$ cat src/rtl/leb128_pkg.sv
// Shared constants and types for the LEB128 decoders.
// Latency: none (definitions only).
// Backpressure: not applicable.
package leb128_pkg;

    localparam int LEB128_MAX_BYTES_U32 = 5;
    localparam int LEB128_PAYLOAD_BITS  = 7;
    localparam int LEB128_CONT_BIT      = 7;

    typedef logic [31:0] u32_t;

    typedef struct packed {
        u32_t       value;
        logic [2:0] len;
        logic       err;
    } leb128_u32_res_t;

endpackage

$ cat src/rtl/leb128_reach_mask.sv
// Maps continuation bits of bytes 0..3 to a reached-byte mask and encoded length.
// Latency: combinational.
// Backpressure: none.
module leb128_reach_mask (
    input  logic [3:0] cont,
    output logic [4:0] reach,
    output logic [2:0] len
);

    // Byte k is reached when every earlier byte carries a continuation bit.
    assign reach = {&cont[3:0], &cont[2:0], &cont[1:0], cont[0], 1'b1};

    // Scan downward so the lowest terminating byte wins.
    always_comb begin
        len = 3'd5;
        for (int k = 3; k >= 0; k--) begin
            if (!cont[k]) len = 3'(k + 1);
        end
    end

endmodule

$ cat src/rtl/leb128_unpack_u32.sv
// Decodes a 5-byte-aligned unsigned LEB128 candidate into u32 value, length and error.
// Latency: 1 cycle, out_valid is in_valid delayed by one clock.
// Backpressure: none; accepts a new candidate every cycle.
module leb128_unpack_u32
    import leb128_pkg::*;
(
    input  logic        clk,
    input  logic        rst,
    input  logic        in_valid,
    input  logic [7:0]  i0,
    input  logic [7:0]  i1,
    input  logic [7:0]  i2,
    input  logic [7:0]  i3,
    input  logic [7:0]  i4,
    output logic [31:0] o,
    output logic [2:0]  len,
    output logic        err,
    output logic        out_valid
);

    logic [7:0]      bytes_dat [LEB128_MAX_BYTES_U32];
    logic [4:0]      reach;
    logic [2:0]      len_c;
    leb128_u32_res_t res_c;
    leb128_u32_res_t res_q;
    logic            vld_q;

    assign bytes_dat[0] = i0;
    assign bytes_dat[1] = i1;
    assign bytes_dat[2] = i2;
    assign bytes_dat[3] = i3;
    assign bytes_dat[4] = i4;

    leb128_reach_mask u_reach_mask (
        .cont  ({i3[LEB128_CONT_BIT], i2[LEB128_CONT_BIT],
                 i1[LEB128_CONT_BIT], i0[LEB128_CONT_BIT]}),
        .reach (reach),
        .len   (len_c)
    );

    always_comb begin
        res_c = '0;
        for (int k = 0; k < LEB128_MAX_BYTES_U32 - 1; k++) begin
            res_c.value[k*LEB128_PAYLOAD_BITS +: LEB128_PAYLOAD_BITS] =
                reach[k] ? bytes_dat[k][LEB128_PAYLOAD_BITS-1:0] : '0;
        end
        // Only the low nibble of the fifth byte fits in 32 bits.
        res_c.value[31:28] = reach[4] ? i4[3:0] : 4'd0;
        res_c.len          = len_c;
        res_c.err          = reach[4] & (i4[LEB128_CONT_BIT] | (|i4[6:4]));
    end

    always_ff @(posedge clk or posedge rst) begin
        if (rst) begin
            res_q <= '0;
            vld_q <= 1'b0;
        end else begin
            vld_q <= in_valid;
            if (in_valid) res_q <= res_c;
        end
    end

    assign o         = res_q.value;
    assign len       = res_q.len;
    assign err       = res_q.err;
    assign out_valid = vld_q;

endmodule

$ cat config.mk
export PLATFORM = sky130hd
export DESIGN_NAME = leb128_unpack_u32
export DESIGN_NICKNAME = d
export VERILOG_FILES = /design/src/rtl/leb128_pkg.sv /design/src/rtl/leb128_reach_mask.sv /design/src/rtl/leb128_unpack_u32.sv
export SDC_FILE = /design/constraint.sdc
export NUM_CORES = 1
export LEC_CHECK = 0
export ABC_CLOCK_PERIOD_IN_PS = 2210
export CORE_ASPECT_RATIO = 2
export CORE_MARGIN = 4
export CORE_UTILIZATION = 35
export CTS_BUF_LIST = sky130_fd_sc_hd__clkbuf_16
export DETAILED_ROUTE_END_ITERATION = 12
export GPL_TIMING_DRIVEN = 0
export PLACE_DENSITY_LB_ADDON = 0.08
export SETUP_SLACK_MARGIN = 0.05
export SYNTH_ARGS = -nofsm -noshare
export SYNTH_HDL_FRONTEND = slang
export SYNTH_SLANG_ARGS = --single-unit
export TNS_END_PERCENT = 30
$ cat constraint.sdc
create_clock -name clk -period 2.21 [get_ports clk]
set_clock_uncertainty 0.05 [all_clocks]
set_input_delay 0.221 -clock clk [delete_from_list [all_inputs] [get_ports clk]]
set_output_delay 0.221 -clock clk [all_outputs]
set_load 0.1 [all_outputs]
* After elaboration in Yosys (flattened, before gate mapping) *
Cells that the tools add are included.

storage, ports and cells
  bits in registers = 37
  bits of input ports = 43
  word-level logic and storage cells = 18

cells by class
  mux-type cells = 8
  bitwise logic cells = 2
  reduce and logical (&&, ||, !) cells = 4

operators with widths
  operator          number
  $mux 7            3
  $mux 3            3
  $mux 4            1
  $reduce_and 4->1  1
  $reduce_and 3->1  1
  $reduce_or 3->1   1
  $reduce_and 2->1  1
  $and 1x1->1       1
  $mux 1            1
  $or 1x1->1        1

* Longest topological paths before layout *
Gate-level depths: netlist of run 1.

  word-level depth = 4
  mapped depth = 4

* Hierarchy *
From an unflattened synthesis of run 1, not the netlist that was laid out.

unflattened totals
  cells, all modules = 104
  area, all modules = 1476.4 um2

modules (own cells, without submodules)
  module             instances  cells each  area each (um2)  sequential area each (um2)
  leb128_unpack_u32  1          93          1406.3           925.9
  leb128_reach_mask  1          11          70.1             0.0

* Least setup slack after synthesis of run 1 *
OpenSTA, ideal clock, no wires.

  path type = register to register
  start = register o[0] (netlist name)
  end = register res_q (netlist bit o[0])
  arrival time = 1130 ps
  data required time = 2035 ps
  setup slack = 904 ps
  stages on the path, launching flop included = 2
  path through = dfrtp_1 > mux2_2

RTL lines
  what                    line                     text
  end signal: assignment  leb128_unpack_u32.sv:59  if (in_valid) res_q <= res_c;
  end: declaration        leb128_unpack_u32.sv:25  leb128_u32_res_t res_q;

* Final worst setup path of run 1 *
  start = register res_q (netlist bit o[18])
  end = output port o[18]

RTL lines
  what              line                     text
  end: declaration  leb128_unpack_u32.sv:15  output logic [31:0] o,

No word-level cell between the ends.

==> results of run 1 <==
metrics by stage:
step / util (%) / std cells / hold slack, ps
final: 61.8 / 237 / 352
after global routing: 61.8 / 237 / 408
after CTS: 61.8 / 237 / 391
after detailed placement: 58.2 / 229 / 423
after global placement: 58.2 / 229 / 421
after floorplan: - / 99 / 202
layer usage:
metal	vias up	global-route usage [%]	wire length [um]
li1	532	-	-
met1	560	17.5	1360
met2	51	26.2	1950
met3	4	4.93	297
met4	0	5.31	43
met5	-	0	0
path summary, 6_finish.rpt:
path,start,end
max,o[18],o[18]
min reg2reg,o[16],o[16]
max reg2reg,o[6],o[6]
max in group asynchronous,rst,o[7]
min,rst,o[28]
min in group clk,in_valid,out_valid
cells by family (layout without fill, tap and decap cells):
kind of cell           after synthesis  count (layout)  synth area share [%]
multiplexers                         7               7                  5.70
buffers and inverters               10              97                  3.89
AO/OA/AOI/OAI                       30              30                  18.1
flip-flops                          37              37                  67.0
AND/OR/NAND/NOR                     15              15                  5.34
where the power goes:
part           switching, mW  total, mW  internal, mW
clock                  0.250      0.659         0.409
sequential            0.0224      0.742         0.720
combinational          0.394      0.564         0.171
placed cells by master, fill, tap and decap left out, drive strengths merged:
master / Yosys / layout
a21oi: 1 / 1
a21o: 1 / 1
nand2: 9 / 9
a22o: 19 / 19
clkinv: 0 / 2
mux2: 7 / 7
o21ai: 2 / 2
and4: 1 / 1
o2bb2ai: 7 / 7
and2: 2 / 2
dfrtp: 37 / 37
or4: 1 / 1
inv: 4 / 5
buf: 6 / 6
nand3: 1 / 1
nor2: 1 / 1
clkbuf: 0 / 5
clkdlybuf4s50: 0 / 79
synthesized netlist by cell type:
cell type	instances	area share [%]
a21o_1	1	0.54
a21oi_1	1	0.36
a22o_1	19	12
and2_1	1	0.45
and2_4	1	0.63
and4_1	1	0.63
buf_2	4	1.4
buf_4	1	0.54
buf_6	1	0.81
dfrtp_1	37	67
inv_1	3	0.81
inv_2	1	0.27
mux2_2	7	5.7
nand2_1	9	2.4
nand3_1	1	0.36
nor2_1	1	0.27
o21ai_0	2	0.72
o2bb2ai_1	7	4.4
or4_1	1	0.54
registers in the layout, summed over array words and instances, names as in the netlist:
signal	cells
o	32
len	3
err	1
out_valid	1
final cells by class:
cell class | count | area [um^2] | area share (%)
Multi-Input combinational cell | 52 | 403 | 17.0
Buffer | 6 | 38.8 | 1.63
Clock buffer | 5 | 125 | 5.27
Timing Repair Buffer | 79 | 791 | 33.3
Inverter | 4 | 15.0 | 0.632
Clock inverter | 3 | 13.8 | 0.579
Sequential cell | 37 | 926 | 39.0
Tap cell | 51 | 63.8 | 2.69
==> key figures, run 1 <==
Outcome
  • Status: finished, final reports clean

Global route
  • All-Layer GR Usage: 15.5%
  • Initial antenna violation count: 0
  • Vias in the first global route: 1,258
  • Grt ovf: 0
  • Pin count of the biggest net entering global routing: 38
  • First-pass GRT wire length: ~5.9 mm

Detailed routing
  • WL/cell: between 15 and 20 um
  • DRT iter0 DRCs: 9
  • DRT Wirelength: 3.65 mm
  • 1st-pass router iterations: 4
  • Vias: around 1,100
  • Post-DR vias/cell: 4.84
  • Routed Antenna Nets: 0
  • # DRC: 0

Cells and area
  • Synth-to-layout area growth: 71.9%
  • Final nets: 228
  • Design area: between 2000 and 2500 um^2
  • Fillers: roughly 340
  • Ratio of cells with drive above 1 in the final layout: between 10% and 20%
  • Antenna diodes: 0

Setup path
  • Slowest cell on crit path: clkdlybuf4s50_1
  • Critical Path RT: 1940 ps
  • Worst r2r path cells: 1
  • Startpoint types: register
  • Critical Path Fanout Max: 2
  • Crit path buf inv count: 1
  • Max incr delay on CP: 1150 ps
  • CP Class: register to output pin
  • CP Depth: 1
  • Reg2reg setup slack: 1410 ps
  • Sequence of cells on the critical path: clkdlybuf4s50_1
  • Crit end category: output pin
  • CP top delay family: buffers and inverters
  • Worst path arrival time: approximately 1800 ps

Timing
  • Period utilisation layout: 93.3%
  • Clock period minus final worst setup slack: between 2000 and 2500 ps
  • Slew Viols, Final: 0
  • TNS Setup: 0 ps
  • Worst-Margin Slew: around 1000 ps
  • Highest Clock Rate: ~490 MHz
  • Unrepaired setup endpoints after global routing: no
  • Final setup margin: roughly 150 ps
  • Final Hold Violating Endpoints: 0
  • Relative slew slack: roughly a third
  • Final setup vio count: 0

Synth
  • Synth warnings: 0
  • Post-synthesis cell type count: 19
  • Synth Register Bits: 37
  • Synth Cell Area: around 1400 um^2
  • Mapped Nets: 142
  • Sequential share of the synthesized area: 67.0%
  • Mean post-synth cell area: 14.0 um^2
  • Post-Syn Instances: 99

Placed design
  • Place WS: between 200 and 300 ps
  • I/O Buffers: 79
  • Dpl cell area: roughly 2200 um^2
  • Dpl hpwl: 2.83 mm
  • RePlAce Congestion: 0.682

Clock tree
  • CTS tree: done
  • Clock Path Buffers: 2
  • CTS resizes: 0
  • CTS Sinks: 37
  • TritonCTS buffer count: 5
  • Worst-skew pair later-pin latency: 270 ps
  • CTS H-Tree Depth: 2
  • CTS Root Cell: clkbuf_16
  • Post-CTS Setup Bufs: 0
  • Hold buffers post-CTS: 0
  • CTS clk-pin slew, worst paths: around 50 ps

Power
  • Pwr Density: 827 nW/um^2
  • Max VDD drop: around 0.63 mV
  • Final total power: 1.97 mW
  • Lkg Pwr: around 1.1 nW

Die
  • Die Y: 96.9 um
  • Initial Util: 36.0%
  • Die area: roughly 5100 um^2
  • Core area: 3840 um^2
  • Row count: 32
  • I/O pin total: 80
  • Chip Width: 52.4 um

Worst hold path
  • Hold WC Path Type: input port to asynchronous set/reset pin

Flow run
  • Max-cap violations: 0
(Power assumes the default switching activity.)
==> run 2, diff against run 1 <==
CORE_UTILIZATION = 41   (was 35)
SYNTH_HIERARCHICAL = 1   (was default)
==> run 2 against run 1 <==
  * Critical path depth did not move
  * Global-route usage rose by 1.4 points
  * Critical path type unchanged
  * Utilization rose by 11 points
  * Wire length rose by 1.2%
  * Final cell count rose by 0.84%
  * Sequential share of layout area fell by 1.8 points
  * Synthesized cell count rose by 5.1%
  * Via count rose by 1.9%
  * Flip-flop and latch count did not move
  * Sequential power barely moved
  * First-iteration DRC count fell by 33%
==> key figures, run 2 <==
Timing
  • Unrepaired setup endpoints after global routing: no
  • TNS Setup: 0 ps (unchanged)
  • Final Hold Violating Endpoints: 0 (unchanged)
  • Slew Viols, Final: 0 (unchanged)
  • Clock period minus final worst setup slack: 2050 ps (-9.72 ps)
  • Final setup vio count: 0 (unchanged)
  • Highest Clock Rate: 487 MHz (+0.47%)
  • Worst-Margin Slew: 1000 ps (+6.91 ps)
  • Period utilisation layout: 92.8% (-0.44 points)
  • Relative slew slack: 33.0% (-0.46 points)

Global route
  • Grt ovf: 0 (unchanged)
  • Pin count of the biggest net entering global routing: 38 (unchanged)
  • Initial antenna violation count: 0 (unchanged)
  • First-pass GRT wire length: 5.96 mm (+0.24%)
  • Vias in the first global route: 1,289 (+2.5%)
  • All-Layer GR Usage: 16.9% (+1.4 points)

Clock tree
  • Hold buffers post-CTS: 0 (unchanged)
  • CTS Sinks: 37 (unchanged)
  • Post-CTS Setup Bufs: 0 (unchanged)
  • CTS Root Cell: clkbuf_16
  • CTS tree: done
  • TritonCTS buffer count: 5 (unchanged)
  • Clock Path Buffers: 2 (unchanged)
  • CTS H-Tree Depth: 2 (unchanged)
  • CTS clk-pin slew, worst paths: 50 ps (about the same)
  • Worst-skew pair later-pin latency: 270 ps (about the same)
  • CTS resizes: 0 (unchanged)

Synth
  • Post-synthesis cell type count: 18 (-1)
  • Cell with the most instances after synthesis: dfrtp_1
  • Commonest cells in the netlist: 37 x dfrtp_1, 28 x a22o_1, 8 x buf_6
  • Synth warnings: 6 (+6)
  • Largest area contributor in the netlist: dfrtp_1
  • Synth Cell Area: 1480 um^2 (+6.8%)
  • Area fraction of the dominant cell type after synthesis: 62.7% (-4.3 points)
  • Post-Syn Instances: 104 (+5.1%)
  • Number of synthesized flops with an enable pin: 0 (unchanged)
  • Synth area leaders: dfrtp_1 63%, a22o_1 17%, buf_6 6.1%
  • Synth Register Bits: 37 (unchanged)
  • Sequential share of the synthesized area: 62.7% (-4.3 points)
  • Mapped Nets: 147 (+3.5%)
  • Async S/R FF share, synth: 100% (unchanged)
  • Mean post-synth cell area: 14.2 um^2 (+1.7%)
  • Ys flop type: dfrtp_1

Power
  • Sw Ratio: 31.5% (-2.4 points)
  • Internal: 1.43 mW (+9.8%)
  • Comb pwr share: 26.8% (-1.9 points)
  • Pwr Density: 835 nW/um^2 (+0.92%)
  • Power share of the clock group: 37.7% (+4.2 points)
  • Sequential power share: 35.5% (-2.3 points)
  • Max VDD drop: 0.650 mV (+3.6%)
  • Lkg Pwr: 1.12 nW (+6.9%)
  • P_sw: 0.655 mW (-1.7%)

Flow run
  • Max-cap violations: 0 (unchanged)

Detailed routing
  • Top routing layer in use: met4
  • Post-Route M1 WL: 1.33 mm (-1.6%)
  • Post-DR vias/cell: 4.89 (+1.1%)
  • Met3 Routed Length: 304 um (+2.4%)
  • 1st-pass router iterations: 3 (-1)
  • Met2 routed WL: 1.98 mm (+1.3%)
  • DRT iter0 DRCs: 6 (-3)
  • # DRC: 0 (unchanged)
  • Routed Antenna Nets: 0 (unchanged)
  • WL/cell: 15.5 um (+0.36%)
  • DRT Wirelength: 3.69 mm (+1.2%)
  • Vias: 1,169 (+1.9%)

Worst hold path
  • Hold WC Path Type: input port to asynchronous set/reset pin

Placed design
  • RePlAce Congestion: 0.711 (+4.2%)
  • I/O Buffers: 79 (unchanged)
  • Dpl hpwl: 2.85 mm (+0.97%)
  • Placed Instances: 231 (+0.87%)

Outcome
  • Status: finished, final reports clean

Setup path
  • Max incr delay on CP: 1160 ps (about the same)
  • Reg2reg setup slack: 1410 ps (about the same)
  • Slowest cell on crit path: clkdlybuf4s50_1
  • Worst path arrival time: 1780 ps (about the same)
  • Crit end category: output pin
  • Critical Path Fanout Max: 2 (unchanged)
  • Critical Path RT: 1940 ps (about the same)
  • CP top delay family: buffers and inverters
  • CP Class: register to output pin
  • Sequence of cells on the critical path: clkdlybuf4s50_1
  • Startpoint types: register
  • Crit path buf inv count: 1 (unchanged)

Cells and area
  • Max reg flops: 32 (unchanged)
  • Most frequent cells in the layout: 79 x clkdlybuf4s50_1, 37 x dfrtp_1, 28 x a22o_1
  • Most common cell after layout, fill and taps aside: clkdlybuf4s50_1
  • Antenna diodes: 0 (unchanged)
  • Non-filler instance count after layout: 239 (+0.84%)
  • Ratio of cells with drive above 1 in the final layout: 15.2% (+2.8 points)
  • Synth-to-layout area growth: 68.9%
  • Final nets: 233 (+2.2%)
  • Utilization after layout: 73.0% (+11 points)

Die
  • Die Y: 92.9 um (-4.1%)
  • Core area: 3420 um^2 (-11%)
  • Initial Util: 43.2% (+7.3 points)
  • Die area: 4680 um^2 (-7.8%)
  • I/O pin total: 80 (unchanged)
  • Row count: 30 (-6.3%)
  • Chip Width: 50.4 um (-3.8%)
-- run 2: cell types whose count changed in the layout (fill, tap and decap cells not counted), moves of 2 or more --
cell       change
buf_6          +7
a22o_1         +9
and3_2         +2
and2_4         +3
buf_2          -4
o2bb2ai_1      -2
mux2_2         -4
inv_1          +2
clkinv_2       -2
nand2_1        -8
-- run 2: power groups by stage --
stage | clock network, mW | logic [mW] | registers (mW)
after floorplan | 0 | 0.0858 | 1.04
after global placement | 0 | 0.556 | 0.748
after detailed placement | 0 | 0.561 | 0.751
after CTS | 0.807 | 0.562 | 0.740
after global routing | 0.841 | 0.577 | 0.744
final | 0.784 | 0.558 | 0.739
-- run 2: path summary, 6_finish.rpt --
kind	from	end	cells past startpoint
setup / recovery	o[10]	o[10]	1
hold / removal	rst	o[18]	2
setup reg to reg	len[1]	len[1]	1
hold reg to reg	err	err	1
max in group asynchronous	rst	o[8]	2
min in group clk	in_valid	out_valid	1
-- run 2: cell type report --
| class | count | area [um^2] |
|---|---|---|
| Timing Repair Buffer | 79 | 791 |
| Fill cell | 240 | 922 |
| Inverter | 7 | 26.3 |
| Clock buffer | 5 | 125 |
| Buffer | 10 | 105 |
| Clock inverter | 3 | 41.3 |
| Multi-Input combinational cell | 50 | 419 |
| Tap cell | 48 | 60.1 |
| Sequential cell | 37 | 926 |
-- run 2: cells by family (layout without fill, tap and decap cells) --
logic type	count (synthesis)	in the layout	share of synthesized area (%)
other	1	1	0.254
multiplexers	3	3	2.29
AO/OA/AOI/OAI	35	35	20.4
buffers and inverters	17	104	8.90
AND/OR/NAND/NOR	11	11	5.42
flip-flops	37	37	62.7
-- run 2: per-layer routing --
metal / GRT usage (%) / vias to the layer above
met5: 0 / -
met4: 7.87 / 0
met3: 5.80 / 8
met2: 30.9 / 54
met1: 16.3 / 562
li1: - / 545
-- run 2: stage by stage --
step | power [mW] | instance area, um^2 | setup WS (ps) | hold slack (ps)
floorplan | 1.13 | 1480 | 904 | 202
global placement | 1.30 | 2330 | 363 | 419
detailed placement | 1.31 | 2330 | 268 | 423
CTS | 2.11 | 2490 | 141 | 382
global route | 2.16 | 2490 | 117 | 381
finish | 2.08 | 2490 | 159 | 361
